## src/rtl/if_icache.sv

```systemverilog
// Direct-mapped read-only instruction cache with whole-line refill over a word-wide bus.
// Optional hit/miss counters are enabled by defining ICACHE_STATS_EN.
module if_icache #(
    parameter int LINES          = 8,
    parameter int WORDS_PER_LINE = 4
) (
    input  logic        clk,
    input  logic        reset,
    input  logic [31:0] inst_mem_read_addr,
    input  logic        inst_mem_read_enable,
    output logic [31:0] inst_mem_read_data,
    output logic        inst_valid,
    output logic        fetch_stall,
    output logic        mem_req,
    output logic [31:0] mem_addr,
    input  logic        mem_ready,
    input  logic [31:0] mem_rdata
`ifdef ICACHE_STATS_EN
    ,
    output logic [31:0] hit_count,
    output logic [31:0] miss_count
`endif
);

    localparam int WB  = $clog2(WORDS_PER_LINE);
    localparam int OFF = WB + 2;
    localparam int IB  = $clog2(LINES);
    localparam int TB  = 32 - IB - OFF;
    localparam logic [WB-1:0] LAST_BEAT = WB'(WORDS_PER_LINE - 1);

    typedef enum logic [0:0] {
        ST_IDLE   = 1'b0,
        ST_REFILL = 1'b1
    } state_t;

    state_t             r_state;
    logic [LINES-1:0]   r_valid;
    logic [TB-1:0]      r_tag  [LINES];
    logic [31:0]        r_data [LINES*WORDS_PER_LINE];
    logic [IB-1:0]      r_fill_idx;
    logic [TB-1:0]      r_fill_tag;
    logic [WB-1:0]      r_beat;
    logic               r_mem_req;
    logic [31:0]        r_mem_addr;

    logic [IB-1:0]      w_idx;
    logic [WB-1:0]      w_word;
    logic [TB-1:0]      w_tag;
    logic               w_hit;
    logic               w_miss;
    logic               w_beat_ok;
    logic               w_last;
    logic               w_unused_addr_bits;

    assign w_idx  = inst_mem_read_addr[OFF +: IB];
    assign w_word = inst_mem_read_addr[2 +: WB];
    assign w_tag  = inst_mem_read_addr[OFF+IB +: TB];
    assign w_unused_addr_bits = &{1'b0, inst_mem_read_addr[1:0]};

    // Lookup, hit/miss decode and the combinational fetch-side responses.
    always_comb begin
        w_hit              = 1'b0;
        w_miss             = 1'b0;
        inst_valid         = 1'b0;
        inst_mem_read_data = 32'd0;
        fetch_stall        = 1'b0;
        if (inst_mem_read_enable && (r_state == ST_IDLE)) begin
            if (r_valid[w_idx] && (r_tag[w_idx] == w_tag)) begin
                w_hit = 1'b1;
            end else begin
                w_miss = 1'b1;
            end
        end else begin
            w_hit  = 1'b0;
            w_miss = 1'b0;
        end
        if (w_hit) begin
            inst_valid         = 1'b1;
            inst_mem_read_data = r_data[{w_idx, w_word}];
        end else begin
            inst_valid         = 1'b0;
            inst_mem_read_data = 32'd0;
        end
        fetch_stall = w_miss || (r_state == ST_REFILL);
    end

    // mem_ready only counts while a beat is actually being requested.
    assign w_beat_ok = (r_state == ST_REFILL) && r_mem_req && mem_ready;
    assign w_last    = w_beat_ok && (r_beat == LAST_BEAT);

    // Refill FSM: latches the missing line, walks the beats, validates at the end.
    always_ff @(posedge clk) begin
        if (reset) begin
            r_state    <= ST_IDLE;
            r_valid    <= '0;
            r_fill_idx <= '0;
            r_fill_tag <= '0;
            r_beat     <= '0;
            r_mem_req  <= 1'b0;
            r_mem_addr <= 32'd0;
        end else begin
            case (r_state)
                ST_IDLE: begin
                    if (w_miss) begin
                        r_state    <= ST_REFILL;
                        r_fill_idx <= w_idx;
                        r_fill_tag <= w_tag;
                        r_beat     <= '0;
                        r_mem_req  <= 1'b1;
                        r_mem_addr <= {inst_mem_read_addr[31:OFF], {OFF{1'b0}}};
                    end
                end
                ST_REFILL: begin
                    if (w_last) begin
                        r_valid[r_fill_idx] <= 1'b1;
                        r_state    <= ST_IDLE;
                        r_beat     <= '0;
                        r_mem_req  <= 1'b0;
                        r_mem_addr <= 32'd0;
                    end else if (w_beat_ok) begin
                        r_beat     <= r_beat + WB'(1);
                        r_mem_addr <= r_mem_addr + 32'd4;
                    end
                end
                default: begin
                    r_state   <= ST_IDLE;
                    r_mem_req <= 1'b0;
                end
            endcase
        end
    end

    // Line storage: data per beat, tag only once the whole line has arrived.
    always_ff @(posedge clk) begin
        if (!reset && w_beat_ok) begin
            r_data[{r_fill_idx, r_beat}] <= mem_rdata;
            if (w_last) begin
                r_tag[r_fill_idx] <= r_fill_tag;
            end
        end
    end

    assign mem_req  = r_mem_req;
    assign mem_addr = r_mem_addr;

`ifdef ICACHE_STATS_EN
    logic [31:0] r_hit_count;
    logic [31:0] r_miss_count;

    // Saturating hit/miss counters; stall cycles are neither.
    always_ff @(posedge clk) begin
        if (reset) begin
            r_hit_count  <= 32'd0;
            r_miss_count <= 32'd0;
        end else begin
            if (w_hit && (r_hit_count != 32'hFFFF_FFFF)) begin
                r_hit_count <= r_hit_count + 32'd1;
            end
            if (w_miss && (r_miss_count != 32'hFFFF_FFFF)) begin
                r_miss_count <= r_miss_count + 32'd1;
            end
        end
    end

    assign hit_count  = r_hit_count;
    assign miss_count = r_miss_count;
`endif

endmodule
```

## config.mk

```make
export PLATFORM = sky130hd
export DESIGN_NAME = if_icache
export DESIGN_NICKNAME = d
export VERILOG_FILES = /design/src/rtl/if_icache.sv
export SDC_FILE = /design/constraint.sdc
export NUM_CORES = 1
export LEC_CHECK = 0
export CAP_MARGIN = 15
export CORE_MARGIN = 5
export CORE_UTILIZATION = 40
export DETAILED_ROUTE_END_ITERATION = 7
export PLACE_DENSITY = 0.58
export SLEW_MARGIN = 0
export SYNTH_ARGS = -nofsm -noshare
export SYNTH_HDL_FRONTEND = slang
export SYNTH_SLANG_ARGS = --single-unit
```

## constraint.sdc

```tcl
create_clock -name clk -period 4.1 [get_ports clk]
set_clock_uncertainty 0.2 [all_clocks]
set_input_delay 0.615 -clock clk [delete_from_list [all_inputs] [get_ports clk]]
set_output_delay 0.615 -clock clk [all_outputs]
set_load 0.01 [all_outputs]
```

; ---- Word level (Yosys, flattened, before mapping)
; Memories as Yosys holds them, arrays and structs flattened.
; Cells that the tools add are included.
[op_classes]
n_eq_ne = 5
n_addsub = 2
reduce_logical = 13
n_mux = 29
n_bitwise = 2
magnitude_cmp = 3
[op_table]
columns = cell, n
row1 = two-way mux 32 bit, 4
row2 = one-hot mux 32 bit (2 select lines), 1
row3 = adder 32 x 3 -> 32 bit (second input constant), 1
row4 = == test 25 bit, 1
row5 = two-way mux 1 bit, 16
row6 = less-than comparator 3 x 4 -> 1 bit (second input constant), 2
row7 = bitwise OR 8 bit, 1
row8 = AND reduction 2 bit, 4
row9 = logical AND 1 bit, 7
row10 = two-way mux 2 bit, 3
row11 = one-hot mux 1 bit (2 select lines), 2
row12 = one-hot mux 2 bit (2 select lines), 1
row13 = binary-select mux 1 bit (select 3 bit), 1
row14 = demux 1 bit (select 3 bit), 1
row15 = greater-or-equal comparator 3 x 1 -> 1 bit (second input constant), 1
row16 = != test 3 x 1 -> 1 bit (second input constant), 1
row17 = adder 2 x 1 -> 2 bit (second input constant), 1
row18 = == test 2 bit (second input constant), 1
row19 = != test 2 x 1 -> 1 bit (second input constant), 1
row20 = != test 2 bit (second input constant), 1
row21 = zero test 1 bit, 1
row22 = logical OR 1 bit, 1
row23 = inverter 1 bit, 1
[word_totals]
input_bits = 68
ramBits = 1224
elab_cells = 63
out_inout_bits = 67
memories = 2
register_bits = 72
[mem_list]
columns = name, depth, width, rd, rd_clocked_by_memory_dff, write_ports, line_no
row1 = r_data, 32, 32, 1, 0, 1, 39  ; logic [31:0] r_data [LINES*WORDS_PER_LINE];
row2 = r_tag, 8, 25, 1, 0, 1, 38  ; logic [TB-1:0] r_tag [LINES];

; ---- Logic depth before layout (Yosys ltp)
[depth]
word_depth = 7
depth_mapped = 13
ltp_nobuf = 9

; ---- Worst setup path after synthesis
; OpenSTA, ideal clock, no wires.
[synth_path]
path_kind = in2out
start = input port inst_mem_read_addr[4]
end = output port fetch_stall
cell_stages = 9
n_path_buf = 2
arrival_time_ps = 3027
setup_slack_ps = 258
required_ps = 3285
cell_sequence = buf_6 > mux4_2 > mux2i_1 > xor2_1 > o21ai_1 > or4_4 > o41ai_4 > buf_6 > nand2_1
[synth_via]
elab_chain_cells = 6
word_cells_on_any_way = 8
classes_between = eq/ne: 1 / mux: 4 / reduce/logical: 2 / memory: 1
[synth_rtl]
columns = element, line_no
row1 = from (decl), 9  ; input logic [31:0] inst_mem_read_addr,
row2 = memory read (8 x 25 bit) or binary-select mux 1 bit (select 3 bit) (tied branches), n/a
row3 = == test 25 bit or two-way mux 1 bit (tied branches), 68  ; if (r_valid[w_idx] && (r_tag[w_idx] == w_tag)) begin
row4 = logical AND 1 bit *, 68
row5 = two-way mux 1 bit *, 68
row6 = two-way mux 1 bit *, 67  ; if (inst_mem_read_enable && (r_state == ST_IDLE)) begin
row7 = logical OR 1 bit *, 84  ; fetch_stall = w_miss || (r_state == ST_REFILL);
row8 = to (decl), 13  ; output logic fetch_stall,
; Mark *: on every way between the ends. The rest lies on a longest branch, timed or not. The select of a mux whose other input is x is not followed.

; ---- Final worst setup path
[layout_path]
start = memory r_tag[7][15] (netlist name)
end = output port inst_mem_read_data[19]
[layout_via]
elab_chain_cells = 6
[layout_rtl]
columns = element, line_no
row1 = from (decl), 38
row2 = memory read (8 x 25 bit), n/a
row3 = == test 25 bit, 68
row4 = logical AND 1 bit, 68
row5 = two-way mux 1 bit, 68
row6 = two-way mux 1 bit, 67
row7 = two-way mux 32 bit, 77  ; if (w_hit) begin
row8 = to (decl), 11  ; output logic [31:0] inst_mem_read_data,
; Every way passes these cells.

==> results by group <==
Status
  – Status: finished with violations
  – Failing checks: setup timing

Clocking
  – CTS clock-pin slew for the worst setup and hold paths: 60 ps
  – CTS buffer count: 137
  – CTS root buf: clkbuf_16
  – H-tree Lvls: 4
  – # hold bufs at CTS: 0
  – CTS tree: done
  – CTS Sinks: 1294
  – Clk_lat worst skew: 740 ps
  – CTS Buffer Depth: 3

Yosys
  – Most used DFF post-synth: edfxtp_1
  – Post-synth ARST share: 0%
  – Seq/Total Area, Yosys: 75.81%
  – EDFF count, synth: 1224
  – Synth Instances: 2333
  – Synth cell types: 61
  – Ys Warns: 0
  – Synthesized area: 50330 um^2
  – Seq cells post-synth: 1294
  – Mapped Avg Cell Area: 21.57 um^2

GRT
  – Overflow after GRT: 0
  – First-pass GRT wire length: 184400 um
  – Largest net degree at the start of global routing: 64
  – Total track usage: 19.29%
  – Vias in the first global route: 25912
  – Initial antenna violation count: 6

Drt
  – DR vias/cell: 5.616
  – WL final: 128200 um
  – 1st-iter DRT viols: 2366
  – Drt drc: 0
  – Wire length per cell: 28.81 um
  – Vias: 24992
  – DR pass1 iterations: 6
  – Antenna Violating Nets Remaining: 0

STA
  – Final Cycle Share: 110.8%
  – Final worst slack: -444.2 ps
  – Max-slew violations: 0
  – Final hold vios: 0
  – Max Clk Rate: 220.1 MHz
  – Unrepaired setup endpoints after global routing: yes
  – Worst Tran Pin Value: 1128 ps
  – Final Setup Violations: 34
  – Slew HR: 24.56%
  – Setup TNS: -12390 ps
  – Crit path time final: 4544 ps

Setup path
  – CP endpoint kind: primary output
  – Worst setup path class: register to primary output
  – Worst EP arrival: 3730 ps
  – WP data required: 3280 ps
  – Type of element launching the critical path: register
  – Worst-path maximum fanout: 14

Power
  – Sw Pwr: 5.928 mW
  – Comb pwr share: 5.4%
  – Peak VDD IR: 405.0 uV
  – Total power: 28.08 mW
  – Clock power frac: 42.7%
  – P_leak: 19.33 nW
  – Reg power frac: 51.9%
  – Switching part of the total power: 21.11%
  – PD cells: 467.2 nW/um^2
  – Pint: 22.15 mW

Placed design
  – Dpl hpwl: 71480 um
  – RePlAce Congestion: 0.7964
  – Setup WS pre-CTS: -583.0 ps
  – DP Cell Count: 4194
  – Number of buffers added on ports: 130

Die
  – Die Wd: 364.7 um
  – Starting density of the core: 40.14%
  – CORE AREA: 125400 um^2
  – I/O pin count: 135
  – Die height: 364.7 um
  – Die area: 133000 um^2
  – Row cnt: 130

Worst hold path
  – HP Class: register to register

Finish
  – Core occupancy in the finished layout: 47.93%
  – Most frequent cells in the layout: edfxtp_1, mux4_2, buf_4
  – Layout Cells excl Fill: 4450
  – Layout overhead on the synthesized area: 19.41%
  – Final nets: 2770
  – Most common cell after layout, fill and taps aside: edfxtp_1
  – Layout cells sized above 1: 31.67%

Flow run
  – MaxCap Viol Count: 0
## flip-flops by register name, summed over array words and instances, names as in the netlist
| register | cells |
|---|---|
| r_state | 1 |
| r_fill_tag | 25 |
| r_data | 1024 |
| r_tag | 200 |
| r_beat | 2 |
| mem_req | 1 |
| r_valid | 8 |
| r_fill_idx | 3 |
| mem_addr | 30 |
## metrics by stage
stage / hold WS, ps / cell area (um^2)
2_1_floorplan: 221.0 / 50340
3_3_place_gp: 228.5 / 55410
3_5_place_dp: 242.6 / 55410
4_1_cts: 256.0 / 59880
5_1_grt: 274.1 / 60100
6_report: 255.7 / 60100
## synth_stat cells (5+ instances only)
master	count	area, um^2
nor3_1	36	180.2
buf_1	25	93.84
edfxtp_1	1224	36760
a22oi_1	13	97.59
nand3_1	16	80.08
a21oi_1	32	160.2
nand4_1	8	50.05
nand2_1	37	138.9
clkbuf_1	75	281.5
and3_1	9	56.30
mux2_2	7	78.83
nor2b_1	7	43.79
dfxtp_1	70	1401
a21o_1	9	67.56
ha_1	5	62.56
o31ai_1	5	37.54
a222oi_1	9	90.09
o21ai_0	19	95.09
buf_2	13	65.06
nor2_1	130	488.0
nand2b_1	5	31.28
mux2i_1	109	1091
buf_4	9	67.56
inv_1	9	33.78
xor2_1	22	192.7
mux4_2	352	7928
xnor2_1	8	70.07
o211ai_1	6	45.04
## path summary, 6_finish.rpt
path                            cells after the start                      to  slack [ps]    startpoint
worst max-delay path                               13  inst_mem_read_data[19]        -440  r_tag[7][15]
worst min register to register                      1              r_valid[4]         260    r_valid[4]
worst max register to register                     12            mem_addr[23]         300  r_tag[7][15]
worst min-delay path                                1              r_valid[4]         260    r_valid[4]
## area by class of cell
cell class | instances | area [um^2]
Fill cell | 10166 | 65300
Sequential cell | 1294 | 38160
Multi-Input combinational cell | 904 | 12000
Clock buffer | 174 | 3661
Timing Repair Buffer | 350 | 3492
Tap cell | 1650 | 2064
Clock inverter | 66 | 683.2
Inverter | 10 | 37.54
Antenna cell | 2 | 5.005
## critical path, cell delays in order (launching register included)
cell and delay, ps:
edfxtp_1 390, mux4_2 490, mux2i_2 210, xor2_1 220, buf_4 170, nand3_2 70, nor4_2 250, buf_4 160
and3_4 160, nand4_1 100, buf_6 200, buf_16 210, nor2_1 130, clkdlybuf4s15_2 230
## layer usage
metal | share of wire [%] | vias to the layer above | GRT usage, %
met5 | 0.016 | - | 0
met4 | 2.7 | 2 | 5.550
met3 | 5.6 | 178 | 3.436
met2 | 51 | 786 | 32.60
met1 | 41 | 13492 | 25.87
li1 | - | 10534 | -
## what timing repair did
action	CTS	global route
setup buffers	4	7
setup endpoints to repair	34	34
gates resized for setup	134	58
cloned	1	1
pin swaps	5	8
## cells by family after synthesis
logic type      count (synthesis)  share of synthesized area, %
simple gates                  277                         2.583
compound gates                122                         1.708
mux                           468                         18.07
fa+ha+maj                       5                        0.1243
flops                        1294                         75.81
xor+xnor                       30                        0.5220
other cells                     1                      0.007450
buf+inv                       136                         1.173
## power by group through the flow
| stage | Combinational, mW | Sequential, mW | Clock (mW) |
|---|---|---|---|
| floorplan | 0.799 | 14.8 | 0 |
| finish | 1.51 | 14.6 | 12.0 |
| detailed placement | 1.50 | 14.9 | 0 |
| global placement | 1.48 | 14.9 | 0 |
| global route | 1.62 | 14.6 | 12.9 |
| CTS | 1.52 | 14.6 | 12.3 |
Note: power is estimated with default switching activity, not from simulation.
==> RTL edit 1: new RTL, config.mk and constraints unchanged <==
The parameter `WORDS_PER_LINE` goes from 4 to 2.
--- a/src/rtl/if_icache.sv
+++ b/src/rtl/if_icache.sv
@@ -4,3 +4,3 @@
     parameter int LINES          = 8,
-    parameter int WORDS_PER_LINE = 4
+    parameter int WORDS_PER_LINE = 2
 ) (
Formal check against the unedited RTL: not equivalent (a bounded check fails within 4 cycles, from zero or initial values and one cycle with reset high).
==> RTL edit 1 against the unedited design <==
  * The run still ends with setup timing left
  * Largest cell class unchanged
  * Synthesized area decreased by 38%
  * Wire length fell by 38%
  * Die area shrank 37%
  * Power decreased by 39%
  * Sequential cell count down 504
  * Cell area decreased by 37%
  * Setup slack better by 0.18 ns
  * Highest routed layer unchanged
  * Sequential share of layout area is 3.1 points lower
  * Register-to-register slack better by 0.03 ns
==> RTL edit 1: results (changes against the unedited design) <==
stage,metric,value,unit,change
run_status,outcome,"complete, but fails checks",,
logic_synthesis,synth_commonest_cells,"edfxtp_1 (720), mux4_2 (190), dfxtp_1 (70), clkbuf_1 (62), mux2i_1 (59)",,
drt,dr.pass1.iters,5,,-1
clock_network,clk_latency,0.65,ns,-0.09 ns
global_route,grt_max_degree,85,,+33%
global_route,grt_pass1_wl,117000,µm,-37%
power,p_clk,7.10,mW,-41%
worst_setup_path,cpPeakStageDelay,0.45,ns,-0.04 ns
worst_setup_path,cp.arrival,3.55,ns,-0.18 ns
final_layout,finalNetCount,1963,,-29%
global_route,grt_usage,0.185,,-0.00810
logic_synthesis,synthXorXnorAreaFrac,0.00783,,+0.00261
clock_network,cts_buffers,83,,-39%
drt,wirelength,79900,µm,-38%
worst_setup_path,crit_slowest_cell,or3b_4,,
drt,drt-initial-drc-count,1602,,-32%
timing,setup_violations,34,,unchanged
clock_network,htreeDepth,3,,-1
logic_synthesis,ys_seq_area_frac,0.735,,-0.0232
run_status,violations,setup timing,,
power,peakVddDrop,303,µV,-25%
logic_synthesis,synth_area_per_cell,19.3,µm²,-10%
worst_setup_path,path_max_fanout,13,,-1
final_layout,drive_above_1_share,0.301,,-0.0157
timing,slew_headroom,0.440,,+0.195
logic_synthesis,synth_area_leaders,"edfxtp_1 (69%), mux4_2 (14%), dfxtp_1 (4.5%), mux2i_1 (1.9%), nand3_1 (0.80%)",,
logic_synthesis,synth_top_area_share,0.690,,-0.0401
power,internal_power,13.4,mW,-40%
final_layout,num-fill-cells,6411,,-37%
timing,setup_tns,-7.07,ns,+5.31 ns
final_layout,largest_register_ffs,512,,-50%
worst_setup_path,reg2regPathDepth,11,,-1
min_path,min_to,r_valid[0]$_SDFFE_PP0P_,,
place,dpl.hpwl,44900,µm,-37%
logic_synthesis,synth_edf_count,720,,-41%
global_route,grt_pass1_vias,17200,,-34%
place,dp_cells,2832,,-32%
power,leakage,12.4,nW,-36%
logic_synthesis,ys_types,58,,-4.9%
power,share_seq_of_total_power,0.522,,+0.003
drt,wl_per_cell,26.7,µm,-7.4%
worst_setup_path,r2r-start,r_tag[7][10]$_DFFE_PP_,,
timing,finalWorstSetupSlack,-0.265,ns,+0.180 ns
logic_synthesis,synth-adder-area-share,0.000399,,-0.000844
worst_setup_path,rrSetupSlack,0.33,ns,+0.03 ns
worst_setup_path,rr_endpoint,mem_addr[5]$_SDFFE_PP0P_,,
min_path,worstHoldStart,r_valid[0]$_SDFFE_PP0P_,,
## RTL edit 1: timing repair
item	CTS	global route
setup endpoints to repair	34	34
gates resized for setup	179	50
buffers inserted	9	7
gates cloned	2	1
endpoints found under the hold margin	0	0
pin swaps	11	2
## RTL edit 1: worst max-delay path by stage
stage	start	to	cells past startpoint
2_1_floorplan	mem_ready	r_data[0][0]$_DFFE_PP_	5
3_3_place_gp	inst_mem_read_addr[4]	inst_mem_read_data[14]	14
3_5_place_dp	inst_mem_read_addr[4]	inst_mem_read_data[22]	14
4_1_cts	r_tag[2][5]$_DFFE_PP_	inst_mem_read_data[21]	12
5_1_grt	inst_mem_read_addr[4]	fetch_stall	14
6_report	inst_mem_read_addr[4]	inst_mem_read_data[16]	16
## RTL edit 1: area by class of cell
type / instances / area share
Multi-Input combinational cell: 715 / 0.214
Timing Repair Buffer: 285 / 0.0786
Tap cell: 1040 / 0.0341
Antenna cell: 2 / 0.000131
Clock buffer: 113 / 0.0584
Clock inverter: 32 / 0.00918
Sequential cell: 790 / 0.603
Inverter: 19 / 0.00187
## RTL edit 1: through the flow
step / hold slack [ns] / cell area (µm²) / utilization / setup WS (ns)
2_1_floorplan: 0.221 / 31300 / - / -0.298
3_3_place_gp: 0.229 / 35100 / 0.452 / -0.694
3_5_place_dp: 0.238 / 35100 / 0.452 / -0.741
4_1_cts: 0.251 / 37800 / 0.487 / -0.216
5_1_grt: 0.278 / 38100 / 0.492 / -0.366
6_report: 0.250 / 38200 / 0.492 / -0.265
## RTL edit 1: layer usage
layer | GRT usage | up-vias | part of all wire
met4 | 0.0457 | 6 | 0.022
met3 | 0.0307 | 111 | 0.054
met1 | 0.262 | 8864 | 0.43
met5 | 0 | - | 0.00058
li1 | - | 7212 | -
met2 | 0.303 | 536 | 0.49
==> RTL edit 2: new RTL, same settings <==
Made on the original files. Add a define of `ICACHE_STATS_EN`.
--- a/src/rtl/if_icache.sv
+++ b/src/rtl/if_icache.sv
@@ -2,2 +2,4 @@
 // Optional hit/miss counters are enabled by defining ICACHE_STATS_EN.
+`define ICACHE_STATS_EN
+
 module if_icache #(
Function (old outputs only; new: hit_count and miss_count): no difference found for any inputs over 4 cycles, from zero or initial values and one cycle with reset high; that may be too few to reach the edited logic, so the function may still have changed.
==> RTL edit 2 against the unedited design <==
  * The flow still finishes with violations (setup timing)
  * Non-clock buffer count increased by 51
  * Final cell count increased by 14%
  * Sequential cell count up 64
  * Synthesized area up 6.9%
  * Wire length grew 13%
  * Power is 6.1% higher
  * Cell area grew 8.0%
  * Setup slack gained 0.17 ns
  * Critical path type unchanged
  * Largest power group unchanged
==> RTL edit 2: results (changes against the unedited design) <==
stage,metric,value,unit,change
run_status,outcome,"complete, but fails checks",,
run_status,violations,setup timing,,
logic_synthesis,ys_seq_area_frac,0.733,,-0.0250
place,io_buffer_count,194,,+49%
place,pre_cts_ws,-0.897,ns,-0.314 ns
power,leakage,20.5,nW,+6.1%
place,gp_congestion,0.816,,+2.5%
logic_synthesis,synth_commonest_cells,"edfxtp_1 (1224), mux4_2 (350), nand2_1 (135), dfxtp_1 (134), clkbuf_1 (116)",,
worst_setup_path,rrSetupSlack,0.22,ns,-0.08 ns
power,p_clk,13.1,mW,+9%
worst_setup_path,cpPeakStageDelay,0.46,ns,-0.03 ns
worst_setup_path,startpoint,r_tag[4][21]$_DFFE_PP_,,
drt,met1Wirelength,60300,µm,+14%
power,combPwrFrac,0.050,,-0.004
drt,drt-initial-drc-count,3143,,+33%
place,dpl.hpwl,80800,µm,+13%
clock_network,cts_buffers,145,,+5.8%
min_path,worstHoldStart,inst_mem_read_addr[6],,
global_route,use_met2,0.335,,+0.00884
drt,route.met2.wl,71300,µm,+9.7%
timing,finalWorstSetupSlack,-0.274,ns,+0.170 ns
worst_setup_path,cpLargestDelayFamily,simple AND/OR/NAND/NOR gates,,
timing,setup_tns,-4.96,ns,+7.43 ns
global_route,antenna_found_initial,4,,-2
worst_setup_path,cp-endpoint,inst_mem_read_data[30],,
global_route,grt_usage,0.201,,+0.00852
final_layout,drive_above_1_share,0.289,,-0.0279
worst_setup_path,r2r-start,r_tag[2][13]$_DFFE_PP_,,
worst_setup_path,crit_slowest_cell,mux4_2,,
drt,wirelength,144000,µm,+13%
global_route,grtUsageMet3,0.0378,,+0.00345
global_route,grt_pass1_wl,209000,µm,+13%
place,dp_cells,4776,,+14%
drt,wl_per_cell,28.5,µm,-0.91%
drt,dr_wl_met3,10200,µm,+42%
power,peakVddDrop,386,µV,-4.7%
min_path,hold_depth,4,,+3
place,placed_cell_area,59700,µm²,+7.7%
timing,hold_ws,0.177,ns,-0.0785 ns
clock_network,cts_resized,199,,+49%
worst_setup_path,path_max_fanout,7,,-7
global_route,grt_max_degree,73,,+14%
min_path,min_to,mem_addr[6]$_SDFFE_PP0P_,,
logic_synthesis,synth_area_per_cell,19.2,µm²,-11%
power,swShare,0.211,,about the same
final_layout,finalNetCount,3247,,+17%
clock_network,clk_latency,0.76,ns,+0.02 ns
timing,setup_violations,33,,-2.9%
logic_synthesis,ys_types,69,,+13%
==> RTL edit 2: layout make-up <==
| cell class | instances | area, µm² |
|---|---|---|
| tap | 1768 | 2210 |
| timing repair buffer | 401 | 4280 |
| antenna | 2 | 5.00 |
| sequential | 1358 | 39400 |
| fill | 10800 | 68700 |
| clock buffer | 175 | 3830 |
| multi-input combinational | 1245 | 14100 |
| inverter | 21 | 78.8 |
| clock inverter | 87 | 908 |
==> RTL edit 2: kinds of logic (layout without fill, tap and decap cells) <==
| group | count (synthesis) | after routing | share of synthesized area |
|---|---|---|---|
| flip-flops | 1358 | 1358 | 0.733 |
| AND/OR/NAND/NOR | 492 | 492 | 0.0491 |
| multiplexers | 421 | 421 | 0.161 |
| AO/OA/AOI/OAI | 304 | 304 | 0.0374 |
| buffers and inverters | 195 | 684 | 0.0148 |
| XOR/XNOR | 19 | 19 | 0.00309 |
| adder cells (fa/ha/maj) | 7 | 7 | 0.00163 |
| other | 1 | 4 | 0.0000697 |
